$ cat src/rtl/bank_pkg.sv
// -----------------------------------------------------------------------------
// bank_pkg
// Shared definitions for the counter dispatch block: default widths for the
// customer number and service time, the service-counter state encoding, and a
// saturating 8-bit accumulate helper used by the statistics counters.
// No ports (package).
// -----------------------------------------------------------------------------
package bank_pkg;

  localparam int NUM_W_DEF  = 4;
  localparam int TIME_W_DEF = 4;

  typedef enum logic {
    IDLE  = 1'b0,
    SERVE = 1'b1
  } ctr_state_e;

  // a + b, clamped at 255.
  function automatic logic [7:0] sat_add8(input logic [7:0] a, input logic [2:0] b);
    logic [8:0] s;
    s = {1'b0, a} + {6'd0, b};
    return s[8] ? 8'hFF : s[7:0];
  endfunction

endpackage

$ cat src/rtl/service_counter.sv
// -----------------------------------------------------------------------------
// service_counter
// One service counter: IDLE/SERVE state machine holding the customer number
// and remaining service time, plus a one-cycle completion pulse.
//
// Ports
//   clk_i    : clock, rising edge
//   rst_ni   : asynchronous active-low reset
//   tick_i   : service time unit pulse; only a SERVE counter reacts
//   load_i   : dispatch strobe; only ever asserted while this counter is IDLE
//   num_i    : customer number to latch on load
//   time_i   : service time to latch on load (0 is treated as 1)
//   state_o  : current state (busy == SERVE)
//   cnum_o   : customer number, held after completion until the next load
//   crem_o   : remaining service time, 0 while IDLE
//   done_o   : high for the cycle after crem reaches 0
// -----------------------------------------------------------------------------
module service_counter
  import bank_pkg::*;
#(
  parameter int NUM_W  = NUM_W_DEF,
  parameter int TIME_W = TIME_W_DEF
) (
  input  logic              clk_i,
  input  logic              rst_ni,
  input  logic              tick_i,
  input  logic              load_i,
  input  logic [NUM_W-1:0]  num_i,
  input  logic [TIME_W-1:0] time_i,
  output ctr_state_e        state_o,
  output logic [NUM_W-1:0]  cnum_o,
  output logic [TIME_W-1:0] crem_o,
  output logic              done_o
);

  ctr_state_e        state_q;
  logic [NUM_W-1:0]  cnum_q;
  logic [TIME_W-1:0] crem_q;
  logic [TIME_W-1:0] crem_ld_d;
  logic              done_q;

  // A zero service time still occupies the counter for one tick.
  assign crem_ld_d = (time_i == '0) ? TIME_W'(1) : time_i;

  always_ff @(posedge clk_i or negedge rst_ni) begin
    if (!rst_ni) begin
      state_q <= IDLE;
      cnum_q  <= '0;
      crem_q  <= '0;
      done_q  <= 1'b0;
    end else begin
      done_q <= 1'b0;
      case (state_q)
        // Tick is ignored here, so a load on a tick cycle is not decremented.
        IDLE: begin
          if (load_i) begin
            state_q <= SERVE;
            cnum_q  <= num_i;
            crem_q  <= crem_ld_d;
          end
        end
        SERVE: begin
          if (tick_i) begin
            crem_q <= crem_q - TIME_W'(1);
            if (crem_q == TIME_W'(1)) begin
              state_q <= IDLE;
              done_q  <= 1'b1;
            end
          end
        end
        default: state_q <= IDLE;
      endcase
    end
  end

  assign state_o = state_q;
  assign cnum_o  = cnum_q;
  assign crem_o  = crem_q;
  assign done_o  = done_q;

endmodule

$ cat src/rtl/counter_dispatch.sv
// -----------------------------------------------------------------------------
// counter_dispatch
// Dispatches customers from the head of an external queue to NCTR service
// counters. Each cycle at most one customer is handed to the lowest-index idle
// counter. Optional statistics are built only when DISPATCH_STATS_EN is defined;
// otherwise served/stall are tied to 0.
//
// Handshake: re is a combinational dequeue strobe. When re=1 in a cycle, the
// queue head (qn/qt) is consumed at the next rising edge by the selected
// counter and the queue must present the next entry afterwards.
//
// Ports
//   clk, rst_n  : clock / asynchronous active-low reset
//   tick        : one-cycle service time unit pulse
//   open        : dispatch enable (service continues when low)
//   qn, qt      : customer number / service time at queue head
//   empty       : queue has no entries
//   re          : dequeue strobe
//   busy        : per-counter occupied flag
//   cnum, crem  : per-counter number / remaining time, counter 0 in LSBs
//   done        : per-counter completion pulse
//   served      : completed customers, saturating (stats build)
//   stall       : cycles with waiting customers and no idle counter (stats build)
// -----------------------------------------------------------------------------
module counter_dispatch
  import bank_pkg::*;
#(
  parameter int NCTR   = 2,
  parameter int NUM_W  = NUM_W_DEF,
  parameter int TIME_W = TIME_W_DEF
) (
  input  logic                     clk,
  input  logic                     rst_n,
  input  logic                     tick,
  input  logic                     open,
  input  logic [NUM_W-1:0]         qn,
  input  logic [TIME_W-1:0]        qt,
  input  logic                     empty,
  output logic                     re,
  output logic [NCTR-1:0]          busy,
  output logic [NCTR*NUM_W-1:0]    cnum,
  output logic [NCTR*TIME_W-1:0]   crem,
  output logic [NCTR-1:0]          done,
  output logic [7:0]               served,
  output logic [7:0]               stall
);

  logic [NCTR-1:0] idle;
  logic [NCTR-1:0] pick;
  logic [NCTR-1:0] load;

  // busy reflects start-of-cycle state, so a counter freed at an edge only
  // becomes selectable in the following cycle.
  assign idle = ~busy;
  assign re   = rst_n & open & ~empty & (|idle);
  // Isolate the lowest set bit: lowest-index idle counter.
  assign pick = idle & (~idle + NCTR'(1));
  assign load = re ? pick : '0;

  for (genvar i = 0; i < NCTR; i++) begin : g_ctr
    ctr_state_e st;

    service_counter #(
      .NUM_W  (NUM_W),
      .TIME_W (TIME_W)
    ) u_ctr (
      .clk_i   (clk),
      .rst_ni  (rst_n),
      .tick_i  (tick),
      .load_i  (load[i]),
      .num_i   (qn),
      .time_i  (qt),
      .state_o (st),
      .cnum_o  (cnum[i*NUM_W +: NUM_W]),
      .crem_o  (crem[i*TIME_W +: TIME_W]),
      .done_o  (done[i])
    );

    assign busy[i] = (st == SERVE);
  end

`ifdef DISPATCH_STATS_EN
  logic [7:0] served_q;
  logic [7:0] stall_q;
  logic [2:0] done_cnt;

  always_comb begin
    done_cnt = '0;
    for (int i = 0; i < NCTR; i++) begin
      done_cnt = done_cnt + {2'b00, done[i]};
    end
  end

  always_ff @(posedge clk or negedge rst_n) begin
    if (!rst_n) begin
      served_q <= '0;
      stall_q  <= '0;
    end else begin
      served_q <= sat_add8(served_q, done_cnt);
      stall_q  <= sat_add8(stall_q, {2'b00, ~empty & ~(|idle)});
    end
  end

  assign served = served_q;
  assign stall  = stall_q;
`else
  assign served = '0;
  assign stall  = '0;
`endif

endmodule
$ cat config.mk
export PLATFORM = sky130hd
export DESIGN_NAME = counter_dispatch
export DESIGN_NICKNAME = d
export VERILOG_FILES = /design/src/rtl/bank_pkg.sv /design/src/rtl/service_counter.sv /design/src/rtl/counter_dispatch.sv
export SDC_FILE = /design/constraint.sdc
export NUM_CORES = 1
export LEC_CHECK = 0
export CAP_MARGIN = 20
export CORE_UTILIZATION = 42
export DETAILED_ROUTE_END_ITERATION = 10
export PLACE_DENSITY = 0.87
export SYNTH_ARGS = -nofsm -noshare
export SYNTH_HDL_FRONTEND = slang
export SYNTH_SLANG_ARGS = --single-unit
$ cat constraint.sdc
create_clock -name clk -period 1.8 [get_ports clk]
set_clock_uncertainty 0.15 [all_clocks]
set_input_delay 0.36 -clock clk [delete_from_list [all_inputs] [get_ports clk]]
set_output_delay 0.36 -clock clk [all_outputs]
set_load 0.02 [all_outputs]
==> metrics.csv <==
stage;metric;value;unit
die;Rows;18;
drt;Post-route DRC;0;
drt;Iteration-0 DRC Markers;28;
flow_run;Maximum Capacitance Violations;0;
global_routing;GRT Residual Overflow;0;
sta;max-slew violation count;0;
min_path;worst hold path depth;1;
cts;clock sink count;20;
place;gpl congestion;0.842;
finish;fin nets;173;
min_path;Worst Hold Launch;g_ctr[0].u_ctr.cnum_o[2]$_DFFE_PN0P_;
yosys;yosys warns;0;
sta;Worst Max-Slew Pin Slew;0.911;ns
drt;DRT antenna net count;0;
critical_path;delay-heaviest family, CP;buffers and inverters;
sta;Slew HR;39.1;%
sta;Final setup viols;0;
critical_path;R2R depth;4;
critical_path;CP max stage delay;0.60;ns
pwr;LEAKAGE;0.818;nW
finish;area growth from synthesis to layout;34.9;%
sta;Tcrit/Tclk final;98.7;%
critical_path;CP Cell Sequence;clkdlybuf4s50_1;
drt;vias per cell;5.23;
outcome;status;completed;
critical_path;number of buffers and inverters on the critical path;1;
die;initial core utilization;46.2;%
cts;Skew-Pair Late Insertion Delay;0.31;ns
drt;wire length per cell;14.8;um
global_routing;initial antenna violation count;0;
finish;layout cells sized above 1;20.0;%
yosys;area leader, netlist;dfrtp_1;
drt;DRT Pass-1 Iters;4;
cts;CTS buffer count;3;
critical_path;critical path class;reg2out;
global_routing;vias in the first global route;969;
die;Die H;55.4;um
drt;via count;967;
global_routing;first-pass GRT wire length;4370;um
sta;Final Hold Vio Count;0;
die;Die Area;0.00307;mm2
sta;worst setup margin;0.0242;ns
yosys;Distinct cells, synth;37;
critical_path;worst r2r dst;g_ctr[0].u_ctr.cnum_o[3]$_DFFE_PN0P_;
finish;multi-input combinational cell area;549;um2
yosys;Seq/Total Area, Yosys;41.8;%
critical_path;startpoint types;register;
die;Die Wd;55.4;um
global_routing;total global-route track usage;18.2;%
min_path;Worst Hold Class;reg2reg;
critical_path;Arrival @ worst endpoint;1.27;ns
critical_path;Max FO, Critical Path;2;
yosys;synthesized cell area;0.00120;mm2
cts;CTS root buffer;clkbuf_4;
place;dpl ws;-0.484;ns
finish;Fillers;222;
die;Core Footprint;0.00259;mm2
critical_path;CP Capture Type;output port;
cts;CTS tree;yes;
place;DPL Wire Length;2110;um
yosys;top cells by area, synth;dfrtp_1 (42%), buf_4 (13%), ha_1 (4.2%);
pwr;pwr/cell area;1500;mW/mm2
sta;Fmax;0.563;GHz
critical_path;r2r startpoint;g_ctr[0].u_ctr.state_o$_DFF_PN0_;
sta;Tmin final;1.78;ns
yosys;Seq cells post-synth;20;
pwr;Worst VDD drop;1000;uV
pwr;total power;2.42;mW
yosys;Post-synth top flop;dfrtp_1;
yosys;Post-synth ARST share;100;%
drt;DRT Wirelength;2740;um
yosys;gate count after technology mapping;111;
place;# port buffers;33;
yosys;count of flip-flops with a built-in enable after synthesis;0;
yosys;share of the synthesized area in the top cell type;41.8;%
die;I/O pin count;50;
cts;CTS clock-pin slew for the worst setup and hold paths;0.12;ns
critical_path;Slowest-stage cell, CP;clkdlybuf4s50_1;
global_routing;largest net degree at the start of global routing;25;
min_path;Hold Path End;g_ctr[0].u_ctr.cnum_o[2]$_DFFE_PN0P_;
yosys;Avg Inst Size Synth;10.8;um2
critical_path;Critical Path RT;1.29;ns
finish;Register Area;500;um2
cts;H-Tree Depth;1;
critical_path;flop2flop setup slack;0.20;ns
finish;antenna diode count;0;
cts;Clock Path Buffers;2;
-- cell families after synthesis --
family	after synthesis	share of synthesized area [%]
compound gates	17	11.0
flops	20	41.8
xor+xnor	2	1.46
simple gates	24	13.2
fa+ha+maj	4	4.18
mux	11	10.0
other cells	1	0.314
buf+inv	32	18.0
-- cell usage in the layout (no fill, tap or decap), types with 2 or more instances in the layout --
| master | count |
|---|---|
| dlygate4sd2_1 | 12 |
| nor2_1 | 3 |
| inv_1 | 8 |
| nand2_1 | 8 |
| a211oi_1 | 2 |
| nor4b_1 | 2 |
| clkbuf_4 | 3 |
| dfrtp_1 | 20 |
| clkdlybuf4s50_1 | 14 |
| buf_4 | 15 |
| conb_1 | 16 |
| mux2i_1 | 3 |
| mux2_1 | 4 |
| a22oi_1 | 2 |
| a21oi_1 | 3 |
| nor3_1 | 2 |
| ha_1 | 4 |
| mux2_2 | 4 |
| dlymetal6s2s_1 | 5 |
-- cell type report --
class                      count  area share (%)
timing repair buffer          49            28.5
inverter                       8            1.86
sequential                    20            31.0
tap                           30            2.33
clock buffer                   4            2.25
multi-input combinational     74            34.0
-- per-layer routing --
| layer | up-vias | global-route usage, % | wire, um |
|---|---|---|---|
| li1 | 441 | - | - |
| met1 | 484 | 20.4 | 1090 |
| met2 | 38 | 33.4 | 1480 |
| met3 | 4 | 2.81 | 139 |
| met4 | 0 | 8.57 | 31 |
| met5 | - | 0 | 0 |
-- flip-flops by register name (all words and copies together) (netlist names) --
signal / cells
g_ctr.u_ctr.cnum_o: 8
g_ctr.u_ctr.crem_o: 8
g_ctr.u_ctr.done_o: 2
g_ctr.u_ctr.state_o: 2
-- stage by stage --
step | cell area, um2 | instances | hold slack, ns | utilization (%) | setup TNS, ns
floorplan | 1250 | 126 | -0.0856 | - | 0
global placement | 1550 | 180 | 0.321 | 59.8 | -5.83
detailed placement | 1550 | 180 | 0.329 | 59.8 | -6.18
CTS | 1570 | 184 | 0.256 | 60.5 | -0.114
global route | 1610 | 185 | 0.367 | 62.3 | -0.133
finish | 1610 | 185 | 0.348 | 62.3 | 0
-- synthesized netlist by cell type (all sizes together), types with 2 or more instances --
cell and number:
a221oi 2, a22oi 3, a211oi 3, nor3 2, mux2 8, ha 4
dfrtp 20, inv 8, nor4b 3, mux2i 3, a21oi 3, buf 24
nor2 4, nand2 8
-- worst register-to-register path, stage by stage (launching register included) --
cell      delay, ns
dfrtp_1        0.41
buf_4          0.18
and4bb_1       0.28
buf_4          0.15
mux2_1         0.32
-- report_power, final --
group	total (mW)	leakage, nW	internal, mW	switching, mW
clock	0.270	0.0210	0.124	0.146
combinational	1.32	0.561	0.602	0.720
sequential	0.823	0.236	0.651	0.172
-- worst max-delay path by stage --
| stage | slack (ns) | start | endpoint | depth (start not counted) |
|---|---|---|---|---|
| detailed placement | -0.48 | rst_n | g_ctr[1].u_ctr.crem_o[0]$_DFFE_PN0P_ | 6 |
| CTS | -0.08 | rst_n | g_ctr[1].u_ctr.crem_o[0]$_DFFE_PN0P_ | 6 |
| global placement | -0.47 | rst_n | re | 4 |
| global route | -0.009 | rst_n | g_ctr[1].u_ctr.cnum_o[2]$_DFFE_PN0P_ | 3 |
| finish | 0.02 | g_ctr[0].u_ctr.cnum_o[0]$_DFFE_PN0P_ | cnum[0] | 1 |
| floorplan | 0.12 | g_ctr[1].u_ctr.state_o$_DFF_PN0_ | re | 2 |
-- timing repair --
item                                    in CTS  in global routing
endpoints found under the setup margin      24                 16
resized for setup                           19                 11
endpoints found under the hold margin        0                 20
pin swaps                                    0                  1
hold buffers                                 0                  1
buffers inserted                             0                  0
Note: power is estimated with default switching activity, not from simulation.
